File: src/rtl/multicycle_sequencer.sv
// ============================================================================
// multicycle_sequencer
// ----------------------------------------------------------------------------
// Multi-cycle control FSM for the 16-bit-instruction / 8-bit-data CPU
// datapath. Steps each instruction through FETCH / DECODE / EXEC / MEM / WB.
// Data memory accesses use a req/rdy handshake with a stall timeout. Retired
// instructions are counted.
//
// Parameters
//   MEM_TIMEOUT  cycles spent in MEM without mem_rdy before FAULT (1..255)
//   CNT_W        width of retire_cnt
//
// Optional feature (macro SEQ_SINGLE_STEP_EN)
//   Defined   : extra input 'step'. A retiring instruction enters FETCH only
//               on a cycle with step=1. Otherwise the FSM parks in a wait
//               that reports state=IDLE, busy=1, halted=0 until step=1.
//   Undefined : no step port, fetch runs freely.
//
// Ports
//   clk, rst_n      rising-edge clock, async active-low reset
//   start           leave IDLE/HALT and begin fetching
//   instr[15:0]     instruction word, opcode = instr[15:12] (read in DECODE)
//   alu_flags[3:0]  {N,Z,C,V}, Z used by BEQ in EXEC
//   mem_rdy         data memory completes its access this cycle
//   ir_we, pc_we    load IR / load PC
//   pc_src          0: PC+2, 1: branch target
//   reg_src[1:0]    register-address mux select (2'b10 for STR)
//   alu_src         0: rd2, 1: immediate
//   alu_ctrl[1:0]   00 ADD, 01 SUB, 10 AND, 11 OR
//   mem_req, mem_we data memory request and write qualifier
//   mem_to_reg      write-back source is memory
//   reg_we          register file write enable
//   busy/halted/fault, state[2:0]  status and current state encoding
//   retire_cnt      instructions retired since reset (wraps)
// ============================================================================
module multicycle_sequencer #(
  parameter int unsigned MEM_TIMEOUT = 15,
  parameter int unsigned CNT_W       = 16
) (
  input  logic             clk,
  input  logic             rst_n,
  input  logic             start,
  input  logic [15:0]      instr,
  input  logic [3:0]       alu_flags,
  input  logic             mem_rdy,
`ifdef SEQ_SINGLE_STEP_EN
  input  logic             step,
`endif
  output logic             ir_we,
  output logic             pc_we,
  output logic             pc_src,
  output logic [1:0]       reg_src,
  output logic             alu_src,
  output logic [1:0]       alu_ctrl,
  output logic             mem_req,
  output logic             mem_we,
  output logic             mem_to_reg,
  output logic             reg_we,
  output logic             busy,
  output logic             halted,
  output logic             fault,
  output logic [2:0]       state,
  output logic [CNT_W-1:0] retire_cnt
);

  typedef enum logic [2:0] {
    S_IDLE   = 3'd0,
    S_FETCH  = 3'd1,
    S_DECODE = 3'd2,
    S_EXEC   = 3'd3,
    S_MEM    = 3'd4,
    S_WB     = 3'd5,
    S_HALT   = 3'd6,
    S_FAULT  = 3'd7
  } state_e;

  localparam logic [3:0] OP_ADDI = 4'b0100;
  localparam logic [3:0] OP_LDR  = 4'b1000;
  localparam logic [3:0] OP_STR  = 4'b1001;
  localparam logic [3:0] OP_B    = 4'b1100;
  localparam logic [3:0] OP_BEQ  = 4'b1101;
  localparam logic [3:0] OP_HALT = 4'b1111;

  // Timer counts down to zero, so a load of MEM_TIMEOUT-1 gives exactly
  // MEM_TIMEOUT cycles of MEM before the fault.
  localparam logic [7:0] TMO_LOAD = 8'(MEM_TIMEOUT - 1);

  state_e           state_q, state_d;
  logic [3:0]       op_q, op_d;
  logic [7:0]       tmo_q, tmo_d;
  logic [CNT_W-1:0] cnt_q, cnt_d;
  logic             retire;
`ifdef SEQ_SINGLE_STEP_EN
  logic             wait_q, wait_d;
`endif

  function automatic logic op_legal(input logic [3:0] op);
    return (op[3:2] == 2'b00) || (op == OP_ADDI) || (op == OP_LDR) ||
           (op == OP_STR) || (op == OP_B) || (op == OP_BEQ) || (op == OP_HALT);
  endfunction

  // Classes of the opcode latched in DECODE; instr is not looked at afterwards.
  logic op_alu, op_addi, op_ldr, op_str, op_b, op_beq;
  assign op_alu  = (op_q[3:2] == 2'b00);
  assign op_addi = (op_q == OP_ADDI);
  assign op_ldr  = (op_q == OP_LDR);
  assign op_str  = (op_q == OP_STR);
  assign op_b    = (op_q == OP_B);
  assign op_beq  = (op_q == OP_BEQ);

  // --------------------------------------------------------------------------
  // Next-state logic
  // --------------------------------------------------------------------------
  always_comb begin
    // NOTE: every signal written here gets a default first, so no path can
    // leave one unassigned and infer a latch.
    state_d = state_q;
    op_d    = op_q;
    tmo_d   = tmo_q;
    retire  = 1'b0;
`ifdef SEQ_SINGLE_STEP_EN
    wait_d  = wait_q;
`endif

    unique case (state_q)
      S_IDLE: begin
`ifdef SEQ_SINGLE_STEP_EN
        if (wait_q) begin
          if (step) begin
            state_d = S_FETCH;
            wait_d  = 1'b0;
          end
        end else if (start) begin
          state_d = S_FETCH;
        end
`else
        if (start) state_d = S_FETCH;
`endif
      end
      S_FETCH:  state_d = S_DECODE;
      S_DECODE: begin
        op_d = instr[15:12];
        if (!op_legal(instr[15:12]))      state_d = S_FAULT;
        else if (instr[15:12] == OP_HALT) state_d = S_HALT;
        else                              state_d = S_EXEC;
      end
      S_EXEC: begin
        if (op_alu || op_addi) begin
          state_d = S_WB;
        end else if (op_ldr || op_str) begin
          state_d = S_MEM;
          tmo_d   = TMO_LOAD;
        end else begin
          // Branches retire here.
          state_d = S_FETCH;
          retire  = 1'b1;
        end
      end
      S_MEM: begin
        if (mem_rdy) begin
          if (op_str) begin
            state_d = S_FETCH;
            retire  = 1'b1;
          end else begin
            state_d = S_WB;
          end
        end else if (tmo_q == 8'd0) begin
          state_d = S_FAULT;
        end else begin
          tmo_d = tmo_q - 8'd1;
        end
      end
      S_WB: begin
        state_d = S_FETCH;
        retire  = 1'b1;
      end
      S_HALT:  if (start) state_d = S_FETCH;
      S_FAULT: state_d = S_FAULT;
      default: state_d = S_FAULT;
    endcase

`ifdef SEQ_SINGLE_STEP_EN
    // Every transition into FETCH after a retire is gated by step.
    if (retire && !step) begin
      state_d = S_IDLE;
      wait_d  = 1'b1;
    end
`endif

    cnt_d = cnt_q + {{(CNT_W-1){1'b0}}, retire};
  end

  // --------------------------------------------------------------------------
  // State registers
  // --------------------------------------------------------------------------
  always_ff @(posedge clk or negedge rst_n) begin
    // NOTE: non-blocking assignments here so every flop samples the values
    // from before this edge, independent of statement order.
    if (!rst_n) begin
      state_q <= S_IDLE;
      op_q    <= 4'd0;
      tmo_q   <= 8'd0;
      cnt_q   <= '0;
`ifdef SEQ_SINGLE_STEP_EN
      wait_q  <= 1'b0;
`endif
    end else begin
      state_q <= state_d;
      op_q    <= op_d;
      tmo_q   <= tmo_d;
      cnt_q   <= cnt_d;
`ifdef SEQ_SINGLE_STEP_EN
      wait_q  <= wait_d;
`endif
    end
  end

  // --------------------------------------------------------------------------
  // Moore outputs: decoded from the state register and latched opcode only
  // (BEQ additionally follows Z during EXEC), so reset clears them at once.
  // --------------------------------------------------------------------------
  always_comb begin
    ir_we      = 1'b0;
    pc_we      = 1'b0;
    pc_src     = 1'b0;
    reg_src    = 2'b00;
    alu_src    = 1'b0;
    alu_ctrl   = 2'b00;
    mem_req    = 1'b0;
    mem_we     = 1'b0;
    mem_to_reg = 1'b0;
    reg_we     = 1'b0;
    busy       = 1'b0;
    halted     = 1'b0;
    fault      = 1'b0;

    unique case (state_q)
      S_IDLE: begin
`ifdef SEQ_SINGLE_STEP_EN
        busy = wait_q;
`endif
      end
      S_FETCH: begin
        busy  = 1'b1;
        ir_we = 1'b1;
      end
      S_DECODE: begin
        busy  = 1'b1;
        pc_we = 1'b1;
      end
      S_EXEC: begin
        busy = 1'b1;
        if (op_alu)  alu_ctrl = op_q[1:0];
        if (op_addi) alu_src  = 1'b1;
        if (op_str)  reg_src  = 2'b10;
        if (op_b) begin
          pc_we  = 1'b1;
          pc_src = 1'b1;
        end
        if (op_beq) begin
          pc_we  = alu_flags[2];
          pc_src = alu_flags[2];
        end
      end
      S_MEM: begin
        busy    = 1'b1;
        mem_req = 1'b1;
        mem_we  = op_str;
        if (op_str) reg_src = 2'b10;
      end
      S_WB: begin
        busy       = 1'b1;
        reg_we     = 1'b1;
        mem_to_reg = op_ldr;
      end
      S_HALT:  halted = 1'b1;
      S_FAULT: fault  = 1'b1;
      default: fault  = 1'b1;
    endcase
  end

  assign state      = state_q;
  assign retire_cnt = cnt_q;

endmodule

File: config.mk
export PLATFORM = sky130hd
export DESIGN_NAME = multicycle_sequencer
export DESIGN_NICKNAME = d
export VERILOG_FILES = /design/src/rtl/multicycle_sequencer.sv
export SDC_FILE = /design/constraint.sdc
export NUM_CORES = 1
export LEC_CHECK = 0
export ABC_AREA = 1
export CAP_MARGIN = 25
export CORE_ASPECT_RATIO = 1.2
export CORE_MARGIN = 10
export CORE_UTILIZATION = 49
export DETAILED_ROUTE_END_ITERATION = 7
export GPL_ROUTABILITY_DRIVEN = 0
export GPL_TIMING_DRIVEN = 0
export PLACE_DENSITY = 0.93
export SLEW_MARGIN = 40
export SYNTH_ARGS = -nofsm -noshare
export SYNTH_HDL_FRONTEND = slang
export SYNTH_SLANG_ARGS = --single-unit
File: constraint.sdc
create_clock -name clk -period 6.11 [get_ports clk]
set_input_delay 0.611 -clock clk [delete_from_list [all_inputs] [get_ports clk]]
set_output_delay 0.611 -clock clk [all_outputs]
set_load 0.01 [all_outputs]
==> flow_summary.ini <==
[outcome]
status = finished, final reports clean

[pwr]
p_leak_uw = 0.00112
power.total_uw = 926
irDropWorstVdd_v = 0.000238
power_density_mw_per_mm2 = 398

[route]
drt.antenna.violating_nets = 0
drc = 0
vias = 1666
first_pass_iters = 6
drt-wirelength-per-cell_um = 12.8
vias_per_cell = 5.17
wirelength_mm = 4.12
drt_iter0_drc = 82

[logic_synthesis]
synthXorXnorAreaFrac = 0.0742
syn_nets = 264
post-synth-top-count-cell = nand2_1
syn_inst = 236
netlist_area_mm2 = 0.00177
synth_top_family_by_area = simple AND/OR/NAND/NOR gates
synth_common_cells = nand2_1, dfrtp_1, nor2_1
synthFlopType = dfrtp_1
synth_top_area_share = 0.438
synth_cell_type_count = 26
synth_compound_area_frac = 0.0572
synthTopCellsByArea = dfrtp_1, nand2_1, nor2_1, inv_1, nand3_1
synthArstFlopShare = 1.00
synth_mux_area_frac = 0
synth-seq-area-share = 0.438
avgSynthCellArea_um2 = 7.51
yosysWarnings = 0
yosys.area_share.simple = 0.325
ys_ff_latch = 31
synth-edff-count = 0
synth_fa_ha_area_frac = 0.0282
synth_area_leader_cell = dfrtp_1

[sta]
drv_slew = 0
period_share = 0.437
worst_pin_slew_ns = 0.676
setup_viol = 0
skew_ns = 0.00320
slew_headroom = 0.549
rsz0062_at_grt = false
fin_setup_tns_ns = 0
final-hold-violation-count = 0
fin_crit_ns = 2.67
max_freq_ghz = 0.374

[cells_and_area]
area_delta_synth_final_pct = 31.1
fin_cells = 322
nets = 312
diodes = 0
drive_gt1_frac = 0.0667
final.fill_count = 274

[clock_network]
root_buffer = clkbuf_8
cts.sinks = 31
cts_htree_levels = 2
cts_resized = 0
clk_path_buf_depth = 2
clk_latency_ns = 0.29
cts.clk_slew.worst_paths_ns = 0.06
post_cts_buffers = 0
cts_tree = built
hold_buffers = 0
cts_made_buffers = 5

[global_route]
grt_remaining_overflow = 0
grt_usage = 0.137
grt_start_max_net_pins = 32
grt_pass1_vias = 1600
antenna_found_initial = 0
grt_first_pass_wirelength_mm = 6.95

[worst_hold_path]
hold_class = input port to async pin

[die]
dieWidth_um = 74.9
die-height_um = 85.9
rows = 23
num_io_pins = 58
core-area_mm2 = 0.00342
initial_core_util = 0.517
die_area_mm2 = 0.00643

[setup_path]
crit_arrival_ns = 2.06
crit_type = register to output port
startpoint_type = register
cp.required_ns = 5.50
crit_fanout = 10
rr_worst_depth = 10
end_kind = output port

[placed_design]
portBuffers = 41
dp_cells = 314
place.detailed.hpwl_mm = 3.20

[flow_run]
drv_cap = 0
worst paths after layout:
path	endpoint	from	slack [ns]
worst max-delay path	pc_we	state[0]	3.44
worst min-delay path	retire_cnt[5]	rst_n	0.36
worst max register to register	retire_cnt[12]	state[2]	3.69
worst min register to register	retire_cnt[15]	retire_cnt[15]	0.46
max in group asynchronous	tmo_q[6]	rst_n	5.31
min in group clk	retire_cnt[15]	retire_cnt[15]	0.46
per-stage QoR:
stage	setup slack [ns]	instance area [µm²]	util	hold WS (ns)
2_1_floorplan	4.03	1770	-	0.315
3_3_place_gp	3.38	2230	0.651	0.457
3_5_place_dp	3.26	2220	0.649	0.458
4_1_cts	3.40	2320	0.678	0.380
5_1_grt	3.27	2320	0.678	0.423
6_report	3.44	2320	0.678	0.359
sequential cells by signal, indices dropped and copies added, names as in the netlist:
name        flops
retire_cnt     16
op_q            4
tmo_q           8
state           3
kinds of logic after synthesis:
logic type,count (synthesis)
flip-flops,31
other,1
AND/OR/NAND/NOR,134
buffers and inverters,32
XOR/XNOR,15
AO/OA/AOI/OAI,19
adder cells (fa/ha/maj),4
placed cells by master (no fill, tap or decap), types with 2 or more instances in the layout:
cell	synthesis	routed
nand2_1	73	73
clkdlybuf4s50_1	0	40
dfrtp_1	31	31
nor2_1	26	26
inv_1	25	25
nand3_1	17	17
o21ai_0	9	9
nor3_1	8	8
xor2_1	8	8
xnor2_1	7	7
clkbuf_8	0	7
o21ai_1	5	5
ha_1	4	4
buf_2	2	3
inv_2	3	3
nand4_1	3	3
a21oi_1	3	3
and3_1	2	2
critical path: stages, from the launching register on:
cell and delay, ns:
dfrtp_1 0.48, inv_2 0.13, nand2_1 0.09, nor2_1 0.13, buf_2 0.21, inv_1 0.08
o21ai_0 0.09, clkdlybuf4s50_1 0.58
layer usage:
layer  up-vias  wire length (µm)  GRT usage
met5         -                 0          0
met4         0               107     0.0724
met3         9               352     0.0565
met2        53              2060      0.236
met1       755              1600      0.136
li1        849                 -          -
report_power, final:
part	switching (µW)	total (µW)	internal (µW)	leakage, µW
logic	254	440	186	0.000664
registers	51.0	311	260	0.000401
clock network	72.3	175	103	0.0000515
layout make-up:
class	count	area, µm²	share of cell area
plain buffers	4	28.8	0.0124
clock buffers	8	100	0.0431
inverters	28	105	0.0452
multi-input cells	173	862	0.371
flip-flops and latches	31	776	0.334
well taps	37	46.3	0.0199
repair buffers	41	405	0.174
(Power assumes the default switching activity.)
